**src/rtl/id_ex_stage_pkg.sv**
```systemverilog
// Shared definitions for the ID/EX pipeline register: ALU control codes,
// operand-forwarding select encodings and the hardwired-zero register index.
package id_ex_stage_pkg;

  localparam logic [3:0] ALU_AND = 4'd0;
  localparam logic [3:0] ALU_OR  = 4'd1;
  localparam logic [3:0] ALU_ADD = 4'd2;
  localparam logic [3:0] ALU_XOR = 4'd3;
  localparam logic [3:0] ALU_NOR = 4'd4;
  localparam logic [3:0] ALU_SUB = 4'd6;
  localparam logic [3:0] ALU_SLT = 4'd7;
  localparam logic [3:0] ALU_SLL = 4'd8;
  localparam logic [3:0] ALU_SRL = 4'd9;
  localparam logic [3:0] ALU_SRA = 4'd10;

  typedef enum logic [1:0] {
    FWD_REG = 2'd0,
    FWD_MEM = 2'd1,
    FWD_WB  = 2'd2
  } fwd_sel_e;

  localparam int unsigned REG_ZERO = 0;

endpackage

```
**src/rtl/id_ex_stage_if.sv**
```systemverilog
// Decode-side, bypass-network and ALU-side signals of the ID/EX stage.
// master = environment (decode, MEM/WB, ALU); slave = the stage itself.
interface id_ex_stage_if #(
  parameter int REGW = 5,
  parameter int XLEN = 32
) ();
  logic                        i_valid;
  logic [3:0]                  i_ctl;
  logic [REGW-1:0]             i_rs;
  logic [REGW-1:0]             i_rt;
  logic [XLEN-1:0]             i_rs_val;
  logic [XLEN-1:0]             i_rt_val;
  logic [XLEN-1:0]             i_imm;
  logic                        i_use_imm;
  logic [REGW-1:0]             i_rd;
  logic                        i_wen;
  logic                        i_load;
  logic                        i_hold;
  logic                        i_flush;
  logic                        i_mem_wen;
  logic [REGW-1:0]             i_mem_rd;
  logic [XLEN-1:0]             i_mem_res;
  logic                        i_wb_wen;
  logic [REGW-1:0]             i_wb_rd;
  logic [XLEN-1:0]             i_wb_res;
  logic [XLEN-1:0]             o_op1;
  logic [XLEN-1:0]             o_op2;
  logic [3:0]                  o_ctl;
  logic [REGW-1:0]             o_rd;
  logic                        o_wen;
  logic                        o_load;
  logic                        o_valid;
  logic                        o_stall;
  id_ex_stage_pkg::fwd_sel_e   o_op1_sel;
  id_ex_stage_pkg::fwd_sel_e   o_op2_sel;

  modport master (
    output i_valid, i_ctl, i_rs, i_rt, i_rs_val, i_rt_val, i_imm, i_use_imm,
           i_rd, i_wen, i_load, i_hold, i_flush,
           i_mem_wen, i_mem_rd, i_mem_res, i_wb_wen, i_wb_rd, i_wb_res,
    input  o_op1, o_op2, o_ctl, o_rd, o_wen, o_load, o_valid, o_stall,
           o_op1_sel, o_op2_sel
  );

  modport slave (
    input  i_valid, i_ctl, i_rs, i_rt, i_rs_val, i_rt_val, i_imm, i_use_imm,
           i_rd, i_wen, i_load, i_hold, i_flush,
           i_mem_wen, i_mem_rd, i_mem_res, i_wb_wen, i_wb_rd, i_wb_res,
    output o_op1, o_op2, o_ctl, o_rd, o_wen, o_load, o_valid, o_stall,
           o_op1_sel, o_op2_sel
  );
endinterface

```
**src/rtl/id_ex_stage_fwd_mux.sv**
```systemverilog
// Operand bypass for one source register: the EX/MEM result wins over MEM/WB,
// and r0 never forwards so it always reads the stored value.
module fwd_mux
  import id_ex_stage_pkg::*;
#(
  parameter int REGW = 5,
  parameter int XLEN = 32
) (
  input  logic [REGW-1:0] i_idx,
  input  logic [XLEN-1:0] i_reg_val,
  input  logic            i_mem_wen,
  input  logic [REGW-1:0] i_mem_rd,
  input  logic [XLEN-1:0] i_mem_res,
  input  logic            i_wb_wen,
  input  logic [REGW-1:0] i_wb_rd,
  input  logic [XLEN-1:0] i_wb_res,
  output logic [XLEN-1:0] o_val,
  output fwd_sel_e        o_sel
);

  localparam logic [REGW-1:0] ZERO_IDX = REGW'(REG_ZERO);

  always_comb begin
    o_sel = FWD_REG;
    o_val = i_reg_val;
    if (i_idx != ZERO_IDX) begin
      if (i_mem_wen && (i_mem_rd == i_idx)) begin
        o_sel = FWD_MEM;
        o_val = i_mem_res;
      end else if (i_wb_wen && (i_wb_rd == i_idx)) begin
        o_sel = FWD_WB;
        o_val = i_wb_res;
      end
    end
  end

endmodule

```
**src/rtl/id_ex_stage.sv**
```systemverilog
// ID/EX pipeline register: latches one decoded instruction per cycle, bypasses
// MEM/WB results onto the ALU operands and inserts a bubble on load-use hazards.
module id_ex_stage
  import id_ex_stage_pkg::*;
#(
  parameter int REGW = 5,
  parameter int XLEN = 32
) (
  input  logic       i_clk,
  input  logic       i_rst,
  id_ex_stage_if.slave bus
);

  localparam logic [REGW-1:0] ZERO_IDX = REGW'(REG_ZERO);

  logic            valid_q,   valid_d;
  logic [3:0]      ctl_q,     ctl_d;
  logic [REGW-1:0] rs_q,      rs_d;
  logic [REGW-1:0] rt_q,      rt_d;
  logic [XLEN-1:0] rs_val_q,  rs_val_d;
  logic [XLEN-1:0] rt_val_q,  rt_val_d;
  logic [XLEN-1:0] imm_q,     imm_d;
  logic            use_imm_q, use_imm_d;
  logic [REGW-1:0] rd_q,      rd_d;
  logic            wen_q,     wen_d;
  logic            load_q,    load_d;

  logic            hazard;
  logic [XLEN-1:0] rs_cap;
  logic [XLEN-1:0] rt_cap;
  logic [XLEN-1:0] rt_fwd;

  always_comb begin
    hazard = valid_q && load_q && wen_q && (rd_q != ZERO_IDX) && bus.i_valid &&
             ((rd_q == bus.i_rs) || ((rd_q == bus.i_rt) && !bus.i_use_imm));

    // A write retiring from MEM/WB this cycle is not yet visible in the
    // register-file read, so take the writeback value directly.
    rs_cap = (bus.i_wb_wen && (bus.i_wb_rd != ZERO_IDX) && (bus.i_wb_rd == bus.i_rs))
             ? bus.i_wb_res : bus.i_rs_val;
    rt_cap = (bus.i_wb_wen && (bus.i_wb_rd != ZERO_IDX) && (bus.i_wb_rd == bus.i_rt))
             ? bus.i_wb_res : bus.i_rt_val;

    valid_d   = valid_q;
    ctl_d     = ctl_q;
    rs_d      = rs_q;
    rt_d      = rt_q;
    rs_val_d  = rs_val_q;
    rt_val_d  = rt_val_q;
    imm_d     = imm_q;
    use_imm_d = use_imm_q;
    rd_d      = rd_q;
    wen_d     = wen_q;
    load_d    = load_q;

    if (bus.i_flush || (!bus.i_hold && hazard)) begin
      valid_d = 1'b0;
      wen_d   = 1'b0;
      load_d  = 1'b0;
    end else if (!bus.i_hold) begin
      valid_d   = bus.i_valid;
      ctl_d     = bus.i_ctl;
      rs_d      = bus.i_rs;
      rt_d      = bus.i_rt;
      rs_val_d  = rs_cap;
      rt_val_d  = rt_cap;
      imm_d     = bus.i_imm;
      use_imm_d = bus.i_use_imm;
      rd_d      = bus.i_rd;
      wen_d     = bus.i_wen && bus.i_valid;
      load_d    = bus.i_load && bus.i_valid;
    end
  end

  always_ff @(posedge i_clk) begin
    if (i_rst) begin
      valid_q   <= 1'b0;
      ctl_q     <= '0;
      rs_q      <= '0;
      rt_q      <= '0;
      rs_val_q  <= '0;
      rt_val_q  <= '0;
      imm_q     <= '0;
      use_imm_q <= 1'b0;
      rd_q      <= '0;
      wen_q     <= 1'b0;
      load_q    <= 1'b0;
    end else begin
      valid_q   <= valid_d;
      ctl_q     <= ctl_d;
      rs_q      <= rs_d;
      rt_q      <= rt_d;
      rs_val_q  <= rs_val_d;
      rt_val_q  <= rt_val_d;
      imm_q     <= imm_d;
      use_imm_q <= use_imm_d;
      rd_q      <= rd_d;
      wen_q     <= wen_d;
      load_q    <= load_d;
    end
  end

  // ---- ID/EX register boundary: operand forwarding into the ALU ----
  fwd_mux #(.REGW(REGW), .XLEN(XLEN)) u_fwd_op1 (
    .i_idx     (rs_q),
    .i_reg_val (rs_val_q),
    .i_mem_wen (bus.i_mem_wen),
    .i_mem_rd  (bus.i_mem_rd),
    .i_mem_res (bus.i_mem_res),
    .i_wb_wen  (bus.i_wb_wen),
    .i_wb_rd   (bus.i_wb_rd),
    .i_wb_res  (bus.i_wb_res),
    .o_val     (bus.o_op1),
    .o_sel     (bus.o_op1_sel)
  );

  fwd_mux #(.REGW(REGW), .XLEN(XLEN)) u_fwd_op2 (
    .i_idx     (rt_q),
    .i_reg_val (rt_val_q),
    .i_mem_wen (bus.i_mem_wen),
    .i_mem_rd  (bus.i_mem_rd),
    .i_mem_res (bus.i_mem_res),
    .i_wb_wen  (bus.i_wb_wen),
    .i_wb_rd   (bus.i_wb_rd),
    .i_wb_res  (bus.i_wb_res),
    .o_val     (rt_fwd),
    .o_sel     (bus.o_op2_sel)
  );

  assign bus.o_op2   = use_imm_q ? imm_q : rt_fwd;
  assign bus.o_ctl   = ctl_q;
  assign bus.o_rd    = rd_q;
  assign bus.o_wen   = wen_q;
  assign bus.o_load  = load_q;
  assign bus.o_valid = valid_q;
  assign bus.o_stall = bus.i_hold || hazard;

endmodule

```
**src/flat_wrapper.sv**
```systemverilog
// flat-port wrapper written by rule: the top's interface ports become plain ports
module id_ex_stage_flat import id_ex_stage_pkg::*;
#(
  parameter int REGW = 5,
  parameter int XLEN = 32
)
  (i_clk, i_rst, bus_i_valid, bus_i_ctl, bus_i_rs, bus_i_rt, bus_i_rs_val, bus_i_rt_val, bus_i_imm, bus_i_use_imm, bus_i_rd, bus_i_wen, bus_i_load, bus_i_hold, bus_i_flush, bus_i_mem_wen, bus_i_mem_rd, bus_i_mem_res, bus_i_wb_wen, bus_i_wb_rd, bus_i_wb_res, bus_o_op1, bus_o_op2, bus_o_ctl, bus_o_rd, bus_o_wen, bus_o_load, bus_o_valid, bus_o_stall, bus_o_op1_sel, bus_o_op2_sel);
  id_ex_stage_if #(.REGW(REGW), .XLEN(XLEN)) bus_i ();
  input  logic i_clk;
  input  logic i_rst;
  input wire logic [$bits(bus_i.i_valid)-1:0] bus_i_valid;
  input wire logic [$bits(bus_i.i_ctl)-1:0] bus_i_ctl;
  input wire logic [$bits(bus_i.i_rs)-1:0] bus_i_rs;
  input wire logic [$bits(bus_i.i_rt)-1:0] bus_i_rt;
  input wire logic [$bits(bus_i.i_rs_val)-1:0] bus_i_rs_val;
  input wire logic [$bits(bus_i.i_rt_val)-1:0] bus_i_rt_val;
  input wire logic [$bits(bus_i.i_imm)-1:0] bus_i_imm;
  input wire logic [$bits(bus_i.i_use_imm)-1:0] bus_i_use_imm;
  input wire logic [$bits(bus_i.i_rd)-1:0] bus_i_rd;
  input wire logic [$bits(bus_i.i_wen)-1:0] bus_i_wen;
  input wire logic [$bits(bus_i.i_load)-1:0] bus_i_load;
  input wire logic [$bits(bus_i.i_hold)-1:0] bus_i_hold;
  input wire logic [$bits(bus_i.i_flush)-1:0] bus_i_flush;
  input wire logic [$bits(bus_i.i_mem_wen)-1:0] bus_i_mem_wen;
  input wire logic [$bits(bus_i.i_mem_rd)-1:0] bus_i_mem_rd;
  input wire logic [$bits(bus_i.i_mem_res)-1:0] bus_i_mem_res;
  input wire logic [$bits(bus_i.i_wb_wen)-1:0] bus_i_wb_wen;
  input wire logic [$bits(bus_i.i_wb_rd)-1:0] bus_i_wb_rd;
  input wire logic [$bits(bus_i.i_wb_res)-1:0] bus_i_wb_res;
  output wire logic [$bits(bus_i.o_op1)-1:0] bus_o_op1;
  output wire logic [$bits(bus_i.o_op2)-1:0] bus_o_op2;
  output wire logic [$bits(bus_i.o_ctl)-1:0] bus_o_ctl;
  output wire logic [$bits(bus_i.o_rd)-1:0] bus_o_rd;
  output wire logic [$bits(bus_i.o_wen)-1:0] bus_o_wen;
  output wire logic [$bits(bus_i.o_load)-1:0] bus_o_load;
  output wire logic [$bits(bus_i.o_valid)-1:0] bus_o_valid;
  output wire logic [$bits(bus_i.o_stall)-1:0] bus_o_stall;
  output wire logic [$bits(bus_i.o_op1_sel)-1:0] bus_o_op1_sel;
  output wire logic [$bits(bus_i.o_op2_sel)-1:0] bus_o_op2_sel;
  assign bus_i.i_valid = bus_i_valid;
  assign bus_i.i_ctl = bus_i_ctl;
  assign bus_i.i_rs = bus_i_rs;
  assign bus_i.i_rt = bus_i_rt;
  assign bus_i.i_rs_val = bus_i_rs_val;
  assign bus_i.i_rt_val = bus_i_rt_val;
  assign bus_i.i_imm = bus_i_imm;
  assign bus_i.i_use_imm = bus_i_use_imm;
  assign bus_i.i_rd = bus_i_rd;
  assign bus_i.i_wen = bus_i_wen;
  assign bus_i.i_load = bus_i_load;
  assign bus_i.i_hold = bus_i_hold;
  assign bus_i.i_flush = bus_i_flush;
  assign bus_i.i_mem_wen = bus_i_mem_wen;
  assign bus_i.i_mem_rd = bus_i_mem_rd;
  assign bus_i.i_mem_res = bus_i_mem_res;
  assign bus_i.i_wb_wen = bus_i_wb_wen;
  assign bus_i.i_wb_rd = bus_i_wb_rd;
  assign bus_i.i_wb_res = bus_i_wb_res;
  assign bus_o_op1 = bus_i.o_op1;
  assign bus_o_op2 = bus_i.o_op2;
  assign bus_o_ctl = bus_i.o_ctl;
  assign bus_o_rd = bus_i.o_rd;
  assign bus_o_wen = bus_i.o_wen;
  assign bus_o_load = bus_i.o_load;
  assign bus_o_valid = bus_i.o_valid;
  assign bus_o_stall = bus_i.o_stall;
  assign bus_o_op1_sel = bus_i.o_op1_sel;
  assign bus_o_op2_sel = bus_i.o_op2_sel;
  id_ex_stage #(.REGW(REGW), .XLEN(XLEN)) u_core (.i_clk(i_clk), .i_rst(i_rst), .bus(bus_i));
endmodule
```
**config.mk**
```make
export PLATFORM = sky130hd
export DESIGN_NAME = id_ex_stage_flat
export DESIGN_NICKNAME = d
export VERILOG_FILES = /design/src/rtl/id_ex_stage_pkg.sv /design/src/rtl/id_ex_stage_if.sv /design/src/rtl/id_ex_stage_fwd_mux.sv /design/src/rtl/id_ex_stage.sv /design/src/flat_wrapper.sv
export SDC_FILE = /design/constraint.sdc
export NUM_CORES = 1
export LEC_CHECK = 0
export CORE_MARGIN = 1
export CORE_UTILIZATION = 46
export DETAILED_ROUTE_END_ITERATION = 8
export GPL_ROUTABILITY_DRIVEN = 1
export PLACE_DENSITY = 0.82
export RECOVER_POWER = 100
export SLEW_MARGIN = 20
export SYNTH_ARGS = -nofsm -noshare
export SYNTH_HDL_FRONTEND = slang
export SYNTH_SLANG_ARGS = --single-unit
```
**constraint.sdc**
```tcl
create_clock -name i_clk -period 3.25 [get_ports i_clk]
set_clock_uncertainty 0.15 [all_clocks]
set_input_delay 0.65 -clock i_clk [delete_from_list [all_inputs] [get_ports i_clk]]
set_output_delay 0.65 -clock i_clk [all_outputs]
set_load 0.01 [all_outputs]
```
==> results of run 1 <==
## through the flow
step / area [um^2] / utilization
final: 12200 / 0.741
after global routing: 12200 / 0.741
after CTS: 12100 / 0.731
after detailed placement: 11100 / 0.670
after global placement: 11100 / 0.670
after floorplan: 7750 / -
## cells by family (layout without fill, tap and decap cells)
logic type | Yosys count | after routing | synth area share
mux | 116 | 116 | 0.150
buf+inv | 88 | 412 | 0.0626
flops | 119 | 119 | 0.307
other cells | 0 | 1 | 0
xor+xnor | 40 | 40 | 0.0462
simple gates | 239 | 239 | 0.189
compound gates | 238 | 238 | 0.245
## worst register-to-register path, stage by stage, from the launching register on
cell	delay, ps
dfxtp_1	450
xnor2_1	150
nand4_1	120
o32a_4	370
clkbuf_1	180
o31ai_4	200
clkbuf_4	710
o2bb2ai_1	280
## cell usage after synthesis, types with 2 or more instances
library cell	instances
xnor2_1	22
xor2_1	17
and3_1	32
buf_8	5
o21ai_2	2
buf_2	13
o31ai_1	64
nor4_4	2
nand4_1	2
or4_1	2
buf_6	6
nor3_1	3
mux2i_1	116
and2_1	3
nor2_1	5
o2bb2ai_1	64
o22ai_1	32
nand3_1	9
nor4_2	2
clkbuf_1	52
dfxtp_1	119
buf_4	10
nand3b_1	32
nand2b_1	103
nand2_1	39
a2bb2oi_1	31
o21ai_0	3
o21bai_1	2
a211oi_1	32
## power groups by stage
stage | clock network [mW] | logic [mW] | registers [mW]
after floorplan | 0 | 0.583 | 1.61
after global placement | 0 | 1.26 | 1.62
after detailed placement | 0 | 1.28 | 1.62
after CTS | 1.70 | 1.28 | 1.60
after global routing | 1.78 | 1.39 | 1.61
final | 1.69 | 1.32 | 1.60
## path summary, 6_finish.rpt
path | startpoint | end | slack [ps] | cells past startpoint
max | bus_i_wb_rd[1] | bus_o_op2[21] | 6 | 10
min | u_core.rs_val_q[18] | u_core.rs_val_q[18] | 310 | 1
max reg2reg | u_core.bus.o_rd[3] | u_core.rt_val_q[5] | 560 | 7
min reg2reg | u_core.rs_val_q[18] | u_core.rs_val_q[18] | 310 | 1
## layer usage
metal | wire (um) | part of all wire | up-vias
li1 | - | - | 3783
met1 | 12700 | 0.42 | 4044
met2 | 14400 | 0.47 | 493
met3 | 2320 | 0.076 | 80
met4 | 962 | 0.032 | 0
met5 | 0 | 0 | -
## flip-flops by register name (all words and copies together) (netlist names)
name                cells
u_core.imm_q           32
u_core.rs_q             5
u_core.use_imm_q        1
u_core.rs_val_q        32
u_core.bus.o_load       1
u_core.rt_q             5
u_core.bus.o_wen        1
u_core.bus.o_valid      1
u_core.bus.o_ctl        4
u_core.rt_val_q        32
u_core.bus.o_rd         5
## timing repair
action                                  4_1_cts  5_1_grt
pin swaps                                    24       24
resized for setup                           366       86
setup buffers                                17        6
endpoints found under the setup margin       69       65
cloned                                        8        0
## final cells by class
class,count,area (um^2)
Multi-Input combinational cell,633,5480
Fill cell,1210,4280
Timing Repair Buffer,379,3560
Sequential cell,119,2400
Clock buffer,22,464
Tap cell,220,275
Clock inverter,10,55.1
Inverter,1,3.75
Antenna cell,1,2.50
==> results.toml, run 1 <==
[logic_synthesis]
yosysTopAreaCell = "dfxtp_1"
netlist_instances = 840
synth.distinct_cells = 45
ys_warn_count = 0
synth_seq_cells = 119
ys_seq_area_frac = 0.307
syn_area_um2 = 7750
synth.top_cells.by_area = "dfxtp_1 (31%), mux2i_1 (15%), nand2b_1 (8.3%), o2bb2ai_1 (7.2%), o31ai_1 (6.2%)"
synth_area_per_cell_um2 = 9.22
synth_nets = 1039
ys.flop_type = "dfxtp_1"
synth_edf_count = 0
async_flop_share = 0
synth_top_area_share = 0.307

[global_route]
track_usage = 0.339
grt_overflow = 0
grt_pass1_vias = 8370
met1_usage = 0.428
grt_use_met3 = 0.0715
grt_pass1_wl_um = 46100
grt_antenna_before_repair = 1
use_met2 = 0.547
grt-busiest-layer = "met2"
grt_max_degree = 67

[clock_tree]
clock_path_buffers = 2
cts_htree_levels = 4
cts_tree = "yes"
cts_root_buf = "clkbuf_16"
hold_buffers = 0
clkSinkCount = 119
clk_pin_slew_ps = 50
clock_latency_ps = 420
cts_buffers = 17

[pwr]
p_leak_nw = 4.64
power.density_nw_per_um2 = 376
comb_power_share = 0.286
p_int_mw = 3.21
p_switching_mw = 1.40
total_power_mw = 4.61
ir_drop_uv = 377
p_clk_frac = 0.366
pwr-share-seq = 0.348
power_switching_share = 0.303

[timing]
post-route-period-util = 0.998
finalWorstSetupSlack_ps = 6.48
fin_crit_ps = 3240
worst_pin_slew_ps = 895
max_freq_ghz = 0.308
setup_tns_ps = 0
hold_violations = 0
hold_slack_ps = 310
relSlewSlack = 0.404
setup_viol = 0
slew_violations = 0

[critical_path]
crit_required_ps = 2450
crit_slowest_cell = "nor4_4"
cp-start-kind = "primary input"
cp-end-kind = "output port"
crit_fanout = 7
cpMostUsedCell = "buf_6"
crit_path_cell_trace = "buf_6, xor2_2, nor4_4, buf_4, buf_12, nand2_8, buf_6, a211oi_1, o31ai_1, buf_2"
arrival_ps = 2440
worst-path-buf-inv = 5
path_class = "in -> out"
worst_path_largest_cell_delay_ps = 320
cp_top_family = "buffers and inverters"

[floorplan]
die-area_um2 = 17400
die_w_um = 132
pin_count = 280
die_h_um = 132
initial_core_util = 0.469
std_cell_rows = 47
core_um2 = 16500

[detailed_routing]
wirelength_um = 30400
wl_per_cell_um = 22.0
postRouteAntennaNets = 0
vias_per_cell = 6.06
drt_iter0_drc = 778
dr.pass1.iters = 6
drc = 0
vias = 8400

[placed_design]
dp.cells = 1325
gp_congestion = 0.822
dp_hpwl_um = 19000
io_buffer_count = 279
place_ws_ps = -814

[min_path]
hold_path.class = "reg -> reg"

[cells_and_area]
fin_cells = 1385
nets = 1350
mostFrequentLayoutCells = "clkdlybuf4s50_1 (185), mux2i_1 (116), dfxtp_1 (110)"
final_common_cell = "clkdlybuf4s50_1"
syn_to_final_growth_pct = 58.1
layout-drive-gt1-share = 0.267

[flow_run]
maxCapViolCount = 0

[run_status]
status = "completed"
No activity file was read; power rests on OpenSTA's default activity.
==> run 2, diff against run 1 <==
CORE_MARGIN = not set   (was 1)
CTS_CLUSTER_DIAMETER = 60   (was not set)
PLACE_DENSITY = not set   (was 0.82)
PLACE_DENSITY_LB_ADDON = 0.12   (was not set)
==> results.toml, run 2 (same netlist as run 1, synthesis figures left out) <==
[run_status]
status = "completed"

[global_route]
grt_pass1_wl_um = 43900
grt_pass1_vias = 7948
grt_antenna_before_repair = 1
track_usage = 0.323
grt_overflow = 0
grt_max_degree = 65

[clock_tree]
hold_buffers = 0
clock_path_buffers = 2
clkSinkCount = 119
cts_htree_levels = 4
cts_root_buf = "clkbuf_16"
clk_pin_slew_ps = 50
clock_latency_ps = 420
cts_tree = "yes"
cts_buffers = 17

[flow_run]
maxCapViolCount = 0

[critical_path]
crit_required_ps = 2450
path_class = "in -> out"
cp-end-kind = "output port"
crit_fanout = 8
cp-start-kind = "primary input"
arrival_ps = 2400

[floorplan]
initial_core_util = 0.469
std_cell_rows = 47
core_um2 = 16500
die_w_um = 132
pin_count = 280
die_h_um = 132
die-area_um2 = 17400

[detailed_routing]
vias_per_cell = 5.88
vias = 8146
dr.pass1.iters = 5
wl_per_cell_um = 20.8
drc = 0
drt_iter0_drc = 546
wirelength_um = 28800
postRouteAntennaNets = 0

[timing]
post-route-period-util = 0.983
slew_violations = 0
setup_viol = 0
hold_violations = 0
max_freq_ghz = 0.313
fin_crit_ps = 3200
worst_pin_slew_ps = 886
relSlewSlack = 0.409
rsz0062_at_grt = "true"
hold_slack_ps = 315

[placed_design]
dp.cells = 1337
gp_congestion = 0.842
dp_hpwl_um = 19000
placedInstanceArea_um2 = 11300
io_buffer_count = 279

[min_path]
hold_path.class = "reg -> reg"

[pwr]
power.density_nw_per_um2 = 404
ir_drop_uv = 354
p_leak_nw = 4.59

[cells_and_area]
fin_cells = 1385
top_regs = "u_core.imm_q (32), u_core.rs_val_q (32), u_core.rt_val_q (32)"
final_cell_area_um2 = 12200
mostFrequentLayoutCells = "clkdlybuf4s50_1 (186), mux2i_1 (116), dfxtp_1 (112)"
final_common_cell = "clkdlybuf4s50_1"
register_area_um2 = 2400
multiInputGateArea_um2 = 5350
nets = 1351
syn_to_final_growth_pct = 57.7
n_fill_cell = 1227
layout-drive-gt1-share = 0.244
run 2: changes by cell type in the layout (fill, tap and decap cells not counted), moves of 4 or more:
| cell | change |
|---|---|
| buf_12 | +9 |
| buf_16 | -4 |
| buf_2 | -16 |
| buf_6 | -4 |
| bufinv_16 | +4 |
| clkbuf_1 | +7 |
| clkbuf_2 | +13 |
| clkdlybuf4s15_2 | -4 |
| clkinv_2 | -4 |
| o31ai_1 | +11 |
| o31ai_2 | -7 |
| o31ai_4 | -4 |
run 2: repair_timing:
| item | in CTS | in global routing |
|---|---|---|
| pin swaps | 25 | 23 |
| endpoints found under the setup margin | 69 | 64 |
| buffers inserted | 10 | 3 |
| gates resized for setup | 312 | 102 |
| cloned | 2 | 3 |
run 2: worst paths after layout:
check	startpoint	endpoint	slack, ps	depth (start not counted)
max	bus_i_wb_rd[2]	bus_o_op2[13]	50	11
min	u_core.rs_val_q[30]	u_core.rs_val_q[30]	310	1
max reg2reg	u_core.bus.o_rd[1]	u_core.imm_q[29]	280	6
min reg2reg	u_core.rs_val_q[30]	u_core.rs_val_q[30]	310	1
run 2: stage by stage:
step	setup WS (ps)	TNS, ps	total power [mW]	util
finish	54.0	0	4.94	0.739
floorplan	273	0	2.19	-
detailed placement	-740	-43670	2.92	0.681
global placement	-704	-42120	2.91	0.681
global route	-50.5	-510	5.12	0.739
CTS	-55.4	-61.1	4.89	0.726
run 2: critical path: stages:
cell and delay, ps:
buf_4 140, xor2_4 190, nor4_4 250, buf_4 180
buf_12 140, buf_12 120, buf_6 90, and3_4 170
a211oi_2 30, o31ai_1 230, buf_2 190
run 2: final cells by class:
cell class / count / area share
Clock inverter: 9 / 0.0121
Clock buffer: 22 / 0.0388
Multi-Input combinational cell: 633 / 0.438
Sequential cell: 119 / 0.196
Timing Repair Buffer: 380 / 0.292
Antenna cell: 1 / 0.000205
Tap cell: 220 / 0.0225
Inverter: 1 / 0.000307
run 2: per-layer routing:
layer / GRT usage / part of all wire / vias to the layer above / routed length (um)
met2: 0.519 / 0.47 / 407 / 13400
met5: 0 / 0 / - / 0
met1: 0.428 / 0.43 / 3893 / 12500
li1: - / - / 3785 / -
met3: 0.0673 / 0.073 / 61 / 2090
met4: 0.112 / 0.026 / 0 / 745
run 2: report_power, final:
group	switching, mW	internal, mW	total (mW)	leakage (nW)
combinational	0.623	0.690	1.31	3.31
sequential	0.0708	1.53	1.61	0.977
clock	0.689	1.33	2.02	0.306
